==> config.mk <==
export PLATFORM = sky130hd
export DESIGN_NAME = leftunpad_flat
export DESIGN_NICKNAME = d
export VERILOG_FILES = /design/src/rtl/leftunpad_if.sv /design/src/rtl/leftunpad.sv /design/src/flat_wrapper.sv
export SDC_FILE = /design/constraint.sdc
export NUM_CORES = 1
export LEC_CHECK = 0
export CAP_MARGIN = 15
export CORE_ASPECT_RATIO = 0.6
export CORE_UTILIZATION = 38
export CTS_CLUSTER_SIZE = 10
export DETAILED_ROUTE_END_ITERATION = 8
export SYNTH_ARGS = -nofsm -noshare
export SYNTH_HDL_FRONTEND = slang
export SYNTH_SLANG_ARGS = --single-unit
==> constraint.sdc <==
create_clock -name clk -period 3.2 [get_ports clk]
set_input_delay 0.32 -clock clk [delete_from_list [all_inputs] [get_ports clk]]
set_output_delay 0.32 -clock clk [all_outputs]
set_load 0.02 [all_outputs]
==> src/rtl/leftunpad_if.sv <==
// Stream bus for the leftunpad block: padded input
// stream plus replayed string and status outputs.
interface leftunpad_if #(
    parameter int STR_LEN_MAX = 8,
    parameter int CHAR_W      = 8
);
    localparam int LW = $clog2(STR_LEN_MAX + 1);
    localparam int PW = $clog2(2 * STR_LEN_MAX);

    logic [CHAR_W-1:0] cpad;
    logic              in_en;
    logic [CHAR_W-1:0] cin;
    logic              in_last;
    logic [CHAR_W-1:0] cout;
    logic              out_en;
    logic [LW-1:0]     outlen;
    logic [PW-1:0]     padcnt;
    logic              ovf;
    logic              done;

    modport master (
        output cpad, in_en, cin, in_last,
        input  cout, out_en, outlen, padcnt, ovf, done
    );

    modport slave (
        input  cpad, in_en, cin, in_last,
        output cout, out_en, outlen, padcnt, ovf, done
    );
endinterface

==> src/rtl/leftunpad.sv <==
// Strips the leading pad run from a character stream,
// buffers the rest and replays it once the stream ends.
module leftunpad #(
    parameter int STR_LEN_MAX = 8,
    parameter int CHAR_W      = 8
) (
    input  logic        clk,
    input  logic        rst,
    leftunpad_if.slave  bus
);
    localparam int LW = $clog2(STR_LEN_MAX + 1);
    localparam int PW = $clog2(2 * STR_LEN_MAX);
    localparam int IW = $clog2(STR_LEN_MAX);

    typedef enum logic [1:0] {
        ST_SKIP,
        ST_STORE,
        ST_OUT,
        ST_DIS
    } state_t;

    state_t            r_state;
    state_t            w_state_nxt;
    logic [CHAR_W-1:0] r_cpad;
    logic [CHAR_W-1:0] r_str [STR_LEN_MAX];
    logic [LW-1:0]     r_wr;
    logic [LW-1:0]     r_rd;
    logic [PW-1:0]     r_padcnt;
    logic              r_ovf;

    logic              w_is_pad;
    logic              w_full;
    logic              w_store;
    logic              w_pad_inc;
    logic              w_ovf_set;
    logic [LW-1:0]     w_len_nxt;

    // Only the leading run is stripped; later pads are data
    assign w_is_pad = (r_state == ST_SKIP) && (bus.cin == r_cpad);
    assign w_full   = (r_wr == LW'(STR_LEN_MAX));

    // State register and counters; wr doubles as outlen
    always_ff @(posedge clk) begin
        if (rst) begin
            r_state  <= ST_SKIP;
            r_cpad   <= bus.cpad;
            r_wr     <= '0;
            r_rd     <= '0;
            r_padcnt <= '0;
            r_ovf    <= 1'b0;
        end else begin
            r_state <= w_state_nxt;
            if (w_store)
                r_wr <= r_wr + LW'(1);
            if (r_state == ST_OUT)
                r_rd <= r_rd + LW'(1);
            if (w_pad_inc && (r_padcnt != '1))
                r_padcnt <= r_padcnt + PW'(1);
            if (w_ovf_set)
                r_ovf <= 1'b1;
        end
    end

    // String buffer; contents need no reset
    always_ff @(posedge clk) begin
        if (!rst && w_store)
            r_str[r_wr[IW-1:0]] <= bus.cin;
    end

    // Next-state and per-character accept decisions
    always_comb begin
        w_state_nxt = r_state;
        w_store     = 1'b0;
        w_pad_inc   = 1'b0;
        w_ovf_set   = 1'b0;
        w_len_nxt   = r_wr;
        unique case (r_state)
            ST_SKIP, ST_STORE: begin
                if (bus.in_en) begin
                    if (w_is_pad) begin
                        w_pad_inc = 1'b1;
                    end else if (w_full) begin
                        w_ovf_set = 1'b1;
                    end else begin
                        w_store   = 1'b1;
                        w_len_nxt = r_wr + LW'(1);
                    end
                    if (bus.in_last)
                        w_state_nxt = (w_len_nxt != '0) ? ST_OUT : ST_DIS;
                    else if (!w_is_pad)
                        w_state_nxt = ST_STORE;
                end
            end
            ST_OUT: begin
                if ((r_rd + LW'(1)) == r_wr)
                    w_state_nxt = ST_DIS;
            end
            ST_DIS: begin
                w_state_nxt = ST_DIS;
            end
            default: begin
                w_state_nxt = ST_SKIP;
            end
        endcase
    end

    assign bus.out_en = (r_state == ST_OUT);
    assign bus.cout   = bus.out_en ? r_str[r_rd[IW-1:0]] : '0;
    assign bus.done   = (r_state == ST_DIS);
    assign bus.outlen = r_wr;
    assign bus.padcnt = r_padcnt;
    assign bus.ovf    = r_ovf;
endmodule

==> src/flat_wrapper.sv <==
// flat-port wrapper written by rule: the top's interface ports become plain ports
module leftunpad_flat 
#(
    parameter int STR_LEN_MAX = 8,
    parameter int CHAR_W      = 8
)
  (clk, rst, bus_cpad, bus_in_en, bus_cin, bus_in_last, bus_cout, bus_out_en, bus_outlen, bus_padcnt, bus_ovf, bus_done);
  leftunpad_if #(.STR_LEN_MAX(STR_LEN_MAX), .CHAR_W(CHAR_W)) bus_i ();
  input  logic clk;
  input  logic rst;
  input wire logic [$bits(bus_i.cpad)-1:0] bus_cpad;
  input wire logic [$bits(bus_i.in_en)-1:0] bus_in_en;
  input wire logic [$bits(bus_i.cin)-1:0] bus_cin;
  input wire logic [$bits(bus_i.in_last)-1:0] bus_in_last;
  output wire logic [$bits(bus_i.cout)-1:0] bus_cout;
  output wire logic [$bits(bus_i.out_en)-1:0] bus_out_en;
  output wire logic [$bits(bus_i.outlen)-1:0] bus_outlen;
  output wire logic [$bits(bus_i.padcnt)-1:0] bus_padcnt;
  output wire logic [$bits(bus_i.ovf)-1:0] bus_ovf;
  output wire logic [$bits(bus_i.done)-1:0] bus_done;
  assign bus_i.cpad = bus_cpad;
  assign bus_i.in_en = bus_in_en;
  assign bus_i.cin = bus_cin;
  assign bus_i.in_last = bus_in_last;
  assign bus_cout = bus_i.cout;
  assign bus_out_en = bus_i.out_en;
  assign bus_outlen = bus_i.outlen;
  assign bus_padcnt = bus_i.padcnt;
  assign bus_ovf = bus_i.ovf;
  assign bus_done = bus_i.done;
  leftunpad #(.STR_LEN_MAX(STR_LEN_MAX), .CHAR_W(CHAR_W)) u_core (.clk(clk), .rst(rst), .bus(bus_i));
endmodule
== Yosys cells after proc, flatten, opt, wreduce, memory -nomap -nowiden ==
Memories as Yosys holds them, arrays and structs flattened. A register that Yosys moved wholly into a read port is not among the register bits.
Cells that the tools add are included.
Widths: inputs -> output; s select.
Word-level totals
  register bits after elaboration: 23
  memory bits (writable): 64
  output and inout bits: 19
  memories: 1
Memory list
  u_core.r_str: words 8, bits a word 8, rd ports 1, clocked after Yosys merged registers in 1, write ports 1, line leftunpad.sv:25  | logic [CHAR_W-1:0] r_str [STR_LEN_MAX];
Operators by class
  mux-type cells: 26
  eq/ne operators: 10
  reduce and logical (&&, ||, !) cells: 8
  add/sub/neg operators: 3
Operators by type and width (number)
  $mux 4: 4
  $mux 1: 14
  $add 4x1->4 const B: 3
  $eq 8x8->1: 1
  $mux 2: 4
  $mux 8: 1
  $mux 3: 2
  $pmux 2 s3: 1
  $eq 2x2->1 const B: 2
  $eq 4x4->1: 1
  $eq 4x4->1 const B: 1
  $ne 2x2->1 const B: 2
  $ne 4x4->1 const B: 1
  $reduce_bool 4->1: 1
  $logic_and 1x1->1: 3
  $ne 3x3->1 const B: 1
  $reduce_and 3->1: 1
  $eq 2x1->1 const B: 1
  $logic_not 2->1: 1
  $reduce_or 2->1: 1
  $logic_not 1->1: 1

== Longest topological paths before layout ==
Gate-level depths: netlist (run 1).
  depth after elaboration: 10
  gate-level depth with buffers: 7
  depth with buffers taken out: 6

== Worst setup path after synthesis (run 1) ==
Ideal clock, no wire load.
  path kind: reg2reg
  from: register u_core.r_wr[0], in the netlist u_core.bus.outlen[0]
  to: memory u_core.r_str[0][0], enable pin
  stages on the path, launching flop included: 6
  library setup time: 0.395 ns
  path slack: 0.797 ns
  data arrival time: 2.009 ns
  data required time: 2.805 ns
  cell sequence: dfxtp_1 inv_1 ha_1 nand3b_1 nand2b_1 nor4_1
Between the ends
  longest elaborated chain between the ends: 8
Ends and longest elaborated chain
  start, declared: line leftunpad.sv:26  | logic [LW-1:0] r_wr;
  start signal, assigned: line leftunpad.sv:54  | r_wr <= r_wr + LW'(1);
  $eq 4x4->1: line leftunpad.sv:40  | assign w_full = (r_wr == LW'(STR_LEN_MAX));
  $mux 1: line leftunpad.sv:82  | end else if (w_full) begin
  $mux 1: line leftunpad.sv:80  | if (w_is_pad) begin
  $mux 1: line leftunpad.sv:79  | if (bus.in_en) begin
  $mux 1: line leftunpad.sv:77  | unique case (r_state)
  $logic_and 1x1->1: line leftunpad.sv:66  | if (!rst && w_store)
  $mux 1: line leftunpad.sv:66
  $mux 1 (implied by the code): line leftunpad.sv:67  | r_str[r_wr[IW-1:0]] <= bus.cin;
  end, declared: line leftunpad.sv:25
Several ways; a longest one is shown, not always the timed one.

==> results by group, run 1 <==
Outcome
  • Status: complete, no violations

Floorplan
  • IO Pins: 39
  • Core area: 9844 sq um
  • Die height: 79.94 um
  • Starting Density: 0.3908
  • Die ar.: 10540 sq um
  • Die X-Extent: 131.9 um
  • Rows: 28

Worst setup path
  • Critical Path AT: 2.34 ns
  • Crit-path max FO: 16
  • CP peak stage delay: 0.58 ns
  • Top Family by Delay on Critical Path: buffers and inverters
  • Worst Path Buf+Inv: 2
  • Reg-to-Reg Start: u_core.r_cpad[4]
  • Worst Setup Start Kind: register
  • Setup crit end kind: primary output
  • CP Data Required Time: 2.88 ns
  • Worst Setup Path Type: reg -> out
  • Critical-path top delay cell: mux4_2
  • Critical path, cell by cell: buf_4, mux4_2, mux2i_1, nor2_1, clkdlybuf4s50_1

Layout
  • Area Overhead vs Synth: 21.82%
  • NumNets Final: 313
  • Most common cell after layout, fill and taps aside: edfxtp_1
  • Most frequent cells in the layout: edfxtp_1, clkdlybuf4s50_1, nor2_1
  • Share of cells above drive strength 1: 0.1837
  • Post-layout util: 0.4761
  • Ant diodes: 0

Yosys
  • Ys Warns: 0
  • Cell Area, Synth: 3847 sq um
  • Sequential element share of the synthesized area: 0.6556
  • FF+latch count, synth: 90
  • Cells after synthesis: 241
  • Unique masters post-synth: 44
  • Syn_area_per_cell: 15.96 sq um
  • Mapped Nets: 265

Clocking
  • Hold_buf cts: 0
  • Max Root-Sink Buffers: 2
  • Clock transition at path regs: 0.06 ns
  • CTS tree: yes
  • Setup bufs post-CTS: 0
  • CTS sink count: 90
  • Num CTS Buffers: 9
  • CTS Root Cell: clkbuf_16
  • H-tree depth: 3
  • Clk Latency, worst-skew pair: 0.34 ns
  • Post-CTS Resized: 0

STA
  • Max-slew headroom: 0.4365
  • Slew Viols, Final: 0
  • Setup Viol. Count Final: 0
  • Slew @ Worst Pin: 0.8422 ns
  • Unrepaired setup endpoints after global routing: no
  • Max Clk Rate: 0.3765 GHz
  • WHS: 0.5138 ns
  • Final Skew: 0.006106 ns
  • Tcrit/Tclk final: 0.8300
  • Final Critical Period: 2.656 ns
  • Hold Violations, Final: 0
  • Setup TNS Final: 0 ns

Drt
  • Wire length per cell: 18.03 um
  • Top layer in use: met4
  • Total Wirelength: 7737 um
  • Met2 routed WL: 3292 um
  • Drt first pass iters: 4
  • Detail Route Antenna Nets: 0
  • DRC: 0
  • Vias: 2155
  • Met3 wire length: 503 um
  • Vias per cell: 5.023
  • M1 WL: 3853 um
  • Initial DRC count: 216

Power
  • Peak VDD IR: 0.2792 mV
  • LEAKAGE: 1.521 nW
  • Pwr Density: 536.9 nW/um^2

Global route
  • Total track usage: 0.1640
  • Number of global-route vias before repair: 2143
  • Initial antenna violation count: 0
  • First-pass GRT wire length: 12400 um
  • Final global-route overflow total: 0
  • Pin count of the biggest net entering global routing: 34

Place
  • PortBufs: 38
  • RePlAce Congestion: 0.7512
  • HPWL after detailed placement: 5236 um

Flow run
  • Max-cap viol count: 0

Hold path
  • Hold/Removal Path Class: reg -> reg
  • Hold_sp: u_core.r_rd[3]
## synth_stat cells (all sizes together)
master,number,share of area
edfxtp,72,0.56
nor2,28,0.028
dfxtp,18,0.094
mux4,16,0.094
xnor2,12,0.041
mux2i,11,0.029
nand2,10,0.010
buf,8,0.011
a21oi,5,0.0065
nand2b,5,0.0081
nand3,5,0.0078
nor4,5,0.012
ha,4,0.013
inv,4,0.0039
nor2b,4,0.0065
xor2,4,0.0091
clkbuf,3,0.0033
mux2,3,0.0088
nand4,3,0.0088
o21ai,3,0.0039
or3,3,0.0049
nand3b,2,0.0039
nor3,2,0.0026
o31ai,2,0.0088
a2111oi,1,0.0023
a31o,1,0.0023
a31oi,1,0.0016
and2,1,0.0016
nand4bb,1,0.0029
o21ba,1,0.0026
o311a,1,0.0026
o311ai,1,0.0023
or2,1,0.0016
## registers in the layout, indices dropped and copies added (netlist names), named ones only
| signal | flops |
|---|---|
| u_core.r_state | 2 |
| u_core.r_cpad | 8 |
| u_core.bus.padcnt | 4 |
| u_core.r_rd | 4 |
| u_core.bus.outlen | 4 |
| u_core.bus.ovf | 1 |
| u_core.r_str | 64 |
## through the flow
stage	std cells	power, W	area (sq um)	setup slack, ns
after floorplan	241	0.001488	3847	0.7967
after detailed placement	413	0.001589	4417	0.4595
after global routing	429	0.002615	4687	0.4054
after global placement	413	0.001588	4417	0.5178
after CTS	429	0.002551	4687	0.4760
final	429	0.002516	4687	0.5440
## where the power goes
part | internal (W) | switching (W)
registers | 0.00129 | 0.0000251
clock network | 0.000523 | 0.000433
logic | 0.000120 | 0.000124
total | 0.00193 | 0.000582
## cells by family after synthesis
logic type               Yosys count  share of synthesized area
XOR/XNOR                          16                    0.05008
adder cells (fa/ha/maj)            4                    0.01301
AND/OR/NAND/NOR                   70                    0.09919
buffers and inverters             15                    0.01821
flip-flops                        90                     0.6556
multiplexers                      30                     0.1311
AO/OA/AOI/OAI                     16                    0.03285
## worst reg2reg max path: stages (launching register included)
cell,delay [ns]
edfxtp_1,0.44
xnor2_1,0.19
nand2_2,0.15
nor3_1,0.09
nand3b_1,0.23
nor2_1,0.70
## worst paths after layout
path              slack [ns]  cells after the start            endpoint
hold / removal          0.51                      2      u_core.r_rd[3]
setup / recovery        0.54                      5         bus_cout[3]
setup reg to reg        1.04                      5  u_core.r_str[6][5]
hold reg to reg         0.51                      2      u_core.r_rd[3]
## layer usage
| layer | track usage | vias up |
|---|---|---|
| met5 | 0 | - |
| met4 | 0.04884 | 0 |
| met2 | 0.2344 | 65 |
| met3 | 0.05397 | 10 |
| met1 | 0.2347 | 1070 |
| li1 | - | 1010 |
## cell type report
cell class                 instances  area (sq um)
inverter                           4         15.01
clock buffer                       9         225.2
sequential                        90          2522
timing repair buffer              48         455.4
tap                              135         168.9
clock inverter                     7         45.04
fill                             852          5157
multi-input combinational        136          1255
No activity file was read; power rests on OpenSTA's default activity.
==> run 2, diff against run 1 <==
clock period = 2.3 ns   (was 3.2 ns; I/O delays follow)
==> run 2 against run 1 <==
Net effect: core utilization is 2.1 points higher; global-route usage is 0.55 points lower; critical endpoint is now bus_cout[2]; worst setup slack worse by 0.45 ns.
==> results by group, run 2 (same netlist as run 1, synthesis figures left out) <==
Place
  • PortBufs: 38
  • RePlAce Congestion: 0.7810
  • HPWL after detailed placement: 5280 um
  • Pre-CTS setup slack: -0.1716 ns

Global route
  • Grt met1 use: 0.2252
  • GR peak layer: met2
  • Final global-route overflow total: 0
  • First-pass GRT wire length: 11900 um
  • Number of global-route vias before repair: 2098
  • Met3 GRT Util: 0.06349
  • Total track usage: 0.1585
  • Met2 GRT Util: 0.2280
  • Pin count of the biggest net entering global routing: 34
  • Initial antenna violation count: 0

Power
  • LEAKAGE: 1.685 nW
  • Pwr Density: 730.9 nW/um^2
  • Peak VDD IR: 0.3849 mV

STA
  • Setup slack after layout: 0.09063 ns
  • Slew Viols, Final: 0
  • Hold Violations, Final: 0
  • Final Skew: 0.004234 ns
  • Tcrit/Tclk final: 0.9606
  • Final Critical Period: 2.209 ns
  • Max-slew headroom: 0.3836
  • Slew @ Worst Pin: 0.9212 ns
  • Max Clk Rate: 0.4526 GHz
  • Setup Viol. Count Final: 0

Clocking
  • Num CTS Buffers: 9
  • Clock transition at path regs: 0.06 ns
  • CTS Root Cell: clkbuf_16
  • CTS sink count: 90
  • Max Root-Sink Buffers: 2
  • Hold_buf cts: 0
  • H-tree depth: 3
  • Clk Latency, worst-skew pair: 0.34 ns
  • Setup bufs post-CTS: 0
  • CTS tree: yes

Floorplan
  • Rows: 28
  • Core area: 9844 sq um
  • Die height: 79.94 um
  • Die X-Extent: 131.9 um
  • Starting Density: 0.3908
  • Die ar.: 10540 sq um
  • IO Pins: 39

Hold path
  • Hold/Removal Path Class: in -> reg
  • Hold_sp: bus_cpad[1]
  • WHS Endpoint: u_core.r_cpad[1]
  • Worst Hold Depth: 1

Layout
  • Post-layout util: 0.4976
  • Most frequent cells in the layout: edfxtp_1, clkdlybuf4s50_1, nor2_1
  • NumNets Final: 333
  • Max reg flops: 64
  • Ant diodes: 0
  • Area Overhead vs Synth: 27.32%
  • Share of cells above drive strength 1: 0.2516
  • Most common cell after layout, fill and taps aside: edfxtp_1

Worst setup path
  • Setup crit end kind: primary output
  • RR Endpoint: u_core.r_str[7][7]
  • R2R depth: 5
  • Worst Setup Path Type: reg -> out
  • Critical Path AT: 1.98 ns
  • Reg-to-Reg Start: u_core.r_cpad[1]
  • Crit-path max FO: 8
  • R2R Setup Slk: 0.21 ns
  • CP Data Required Time: 2.07 ns
  • Worst Setup Start Kind: register

Outcome
  • Status: complete, no violations

Drt
  • Vias: 2208
  • Drt first pass iters: 4
  • Initial DRC count: 169
  • Wire length per cell: 17.12 um
  • Total Wirelength: 7687 um
  • Vias per cell: 4.918
  • Detail Route Antenna Nets: 0
  • DRC: 0

Flow run
  • Max-cap viol count: 0
## run 2: changes by cell type in the layout (fill, tap and decap cells not counted), moves of 2 or more
| cell | change |
|---|---|
| buf_4 | +16 |
| clkdlybuf4s50_1 | -8 |
| dlygate4sd2_1 | +8 |
| buf_12 | +3 |
| clkinv_1 | -2 |
| clkinv_2 | +2 |
## run 2: cell type report
cell class | count | area (sq um)
Fill cell | 840 | 4946
Tap cell | 135 | 168.9
Clock buffer | 10 | 239.0
Clock inverter | 6 | 40.04
Inverter | 4 | 15.01
Sequential cell | 90 | 2524
Timing Repair Buffer | 68 | 650.6
Multi-Input combinational cell | 136 | 1261
## run 2: worst max-delay path by stage
stage | endpoint | slack, ns | cells past startpoint
global route | bus_cout[2] | -0.02 | 5
CTS | bus_cout[2] | 0.005 | 5
floorplan | u_core.r_str[0][0] | -0.10 | 5
detailed placement | u_core.r_str[7][1] | -0.17 | 6
global placement | u_core.r_str[4][4] | -0.07 | 7
finish | bus_cout[2] | 0.09 | 5
## run 2: through the flow
stage / power [W] / hold slack, ns / cells / area (sq um) / setup TNS, ns
3_5_place_dp: 0.002247 / 0.4975 / 432 / 4597 / -5.523
4_1_cts: 0.003619 / 0.4295 / 448 / 4868 / 0
6_report: 0.003580 / 0.4414 / 449 / 4898 / 0
3_3_place_gp: 0.002246 / 0.4868 / 432 / 4597 / -2.349
2_1_floorplan: 0.002071 / 0.3289 / 241 / 3847 / -2.856
5_1_grt: 0.003713 / 0.4279 / 449 / 4898 / -0.02290
## run 2: per-layer routing
layer  part of all wire  up-vias  wire (um)
met1               0.52     1094       4005
met3              0.050        5        381
met5                  0        -          0
met2               0.42       58       3260
met4             0.0052        0         40
li1                   -     1051          -
## run 2: report_power, final
part | internal [W] | total, W | switching (W)
Combinational | 0.000201 | 0.000390 | 0.000189
Sequential | 0.00180 | 0.00182 | 0.0000277
Clock | 0.000763 | 0.00137 | 0.000604
Total | 0.00276 | 0.00358 | 0.000820
## run 2: critical path, cell delays in order (launching register included)
cell and delay (ns):
dfxtp_2 0.39, buf_12 0.16, mux4_2 0.53, mux2i_2 0.18, nor2_1 0.06, dlygate4sd2_1 0.33
## run 2: timing repair
item,CTS,global route
endpoints found under the setup margin,9,5
gates resized for setup,9,2
pin swaps,0,0
gates cloned,0,1
==> run 3, diff against run 2 <==
GPL_ROUTABILITY_DRIVEN = 0   (was default)
SETUP_SLACK_MARGIN = 0.2   (was default)
==> run 3 against run 2 <==
Net effect: largest cell class unchanged; sequential power barely moved; clock power barely moved; non-clock buffer count did not move; core utilization barely moved; total power rose by 0.28%; final area barely moved; final cell count did not move; combinational power rose by 2%; clock-buffer cell count did not move; die area did not move.
==> results by group, run 3 (same netlist as run 1, synthesis figures left out) <==
Outcome
  • Status: complete, no violations

Drt
  • Drt first pass iters: 4
  • Total Wirelength: 7807 um
  • Detail Route Antenna Nets: 0
  • Vias per cell: 4.951
  • Wire length per cell: 17.39 um
  • Vias: 2223
  • DRC: 0
  • Initial DRC count: 171

Floorplan
  • Die ar.: 10540 sq um
  • Rows: 28
  • Core area: 9844 sq um
  • IO Pins: 39
  • Starting Density: 0.3908
  • Die X-Extent: 131.9 um
  • Die height: 79.94 um

STA
  • Hold Violations, Final: 0
  • Setup Viol. Count Final: 0
  • Tcrit/Tclk final: 0.8873
  • Final Critical Period: 2.041 ns
  • Slew @ Worst Pin: 0.5974 ns
  • Setup slack after layout: 0.2592 ns
  • WHS: 0.4412 ns
  • Final Skew: 0.004286 ns
  • Slew Viols, Final: 0
  • Max-slew headroom: 0.5915
  • Max Clk Rate: 0.4900 GHz
  • Unrepaired setup endpoints after global routing: yes
  • Setup TNS Final: 0 ns

Layout
  • Area Overhead vs Synth: 27.41%
  • Most frequent cells in the layout: edfxtp_1, clkdlybuf4s50_1, buf_4
  • Share of cells above drive strength 1: 0.2930
  • Max reg flops: 64
  • NumNets Final: 333
  • Most common cell after layout, fill and taps aside: edfxtp_1
  • Fillers: 840
  • Ant diodes: 0

Place
  • HPWL after detailed placement: 5280 um
  • PortBufs: 38
  • Pre-CTS setup slack: -0.1716 ns

Worst setup path
  • Reg-to-Reg Start: u_core.r_cpad[1]
  • Critical-path top delay cell: mux4_2
  • Worst Setup Start Kind: register
  • Critical Path AT: 1.81 ns
  • Setup crit end kind: primary output
  • Worst Setup Path Type: reg -> out
  • Crit-path max FO: 8
  • CP Data Required Time: 2.07 ns
  • CP peak stage delay: 0.51 ns
  • Critical path, cell by cell: buf_12, mux4_2, mux2i_1, nor2_1, buf_4

Global route
  • Grt met1 use: 0.2302
  • Total track usage: 0.1614
  • Final global-route overflow total: 0
  • Number of global-route vias before repair: 2109
  • GR peak layer: met2
  • First-pass GRT wire length: 12070 um
  • Met2 GRT Util: 0.2323
  • Met3 GRT Util: 0.06349
  • Initial antenna violation count: 0
  • Pin count of the biggest net entering global routing: 34

Clocking
  • Clock transition at path regs: 0.06 ns
  • Setup bufs post-CTS: 0
  • Num CTS Buffers: 9
  • H-tree depth: 3
  • CTS Root Cell: clkbuf_16
  • CTS tree: yes
  • Max Root-Sink Buffers: 2
  • Clk Latency, worst-skew pair: 0.34 ns
  • CTS sink count: 90

Power
  • Peak VDD IR: 0.3850 mV
  • Pwr Total: 0.003590 W
  • Pwr Density: 732.4 nW/um^2
  • LEAKAGE: 1.669 nW

Hold path
  • Hold/Removal Path Class: in -> reg
  • Hold_sp: bus_cpad[1]

Flow run
  • Max-cap viol count: 0
[run 3: cell count changes in the layout (fill, tap and decap cells not counted), sizes merged]
cell	delta
buf	+8
dlygate4sd2	-8
[run 3: worst paths after layout]
kind | cells past startpoint | endpoint | slack (ns)
hold / removal | 1 | u_core.r_cpad[1] | 0.44
hold reg to reg | 2 | u_core.r_rd[3] | 0.51
setup / recovery | 5 | bus_cout[1] | 0.26
setup reg to reg | 7 | u_core.r_str[0][1] | 0.34
[run 3: layout make-up]
class	instances	area [sq um]	area share
Multi-Input combinational cell	136	1282	0.2616
Inverter	4	15.01	0.003063
Sequential cell	90	2526	0.5153
Clock buffer	10	239.0	0.04875
Tap cell	135	168.9	0.03446
Timing Repair Buffer	68	630.6	0.1286
Clock inverter	6	40.04	0.008167
[run 3: what timing repair did]
action                                  in CTS  in global routing
resized for setup                           38                  7
cloned                                       1                  0
pin swaps                                    0                  2
endpoints found under the setup margin      41                 15
hold buffers                                 0                  0
[run 3: worst max-delay path: cells and delay by family (launching register included)]
family | cells | cell delay [ns]
buffers and inverters | 2 | 0.30
DFF | 1 | 0.39
muxes | 2 | 0.70
and+or+nand+nor | 1 | 0.07
[run 3: routing by layer]
layer  vias up  wire length, um
li1       1052                -
met1      1101             3985
met2        68             3304
met3         2              506
met4         0               10
met5         -                0
[run 3: stage by stage]
step                instance area (sq um)  instances  utilization
floorplan                            3847        241            -
global placement                     4597        432       0.4670
detailed placement                   4597        432       0.4670
CTS                                  4896        449       0.4973
global route                         4902        449       0.4980
finish                               4902        449       0.4980
[run 3: power breakdown]
group	internal, W	total (W)	switching (W)
logic	0.000203	0.000396	0.000192
registers	0.00180	0.00183	0.0000290
clock network	0.000763	0.00137	0.000606
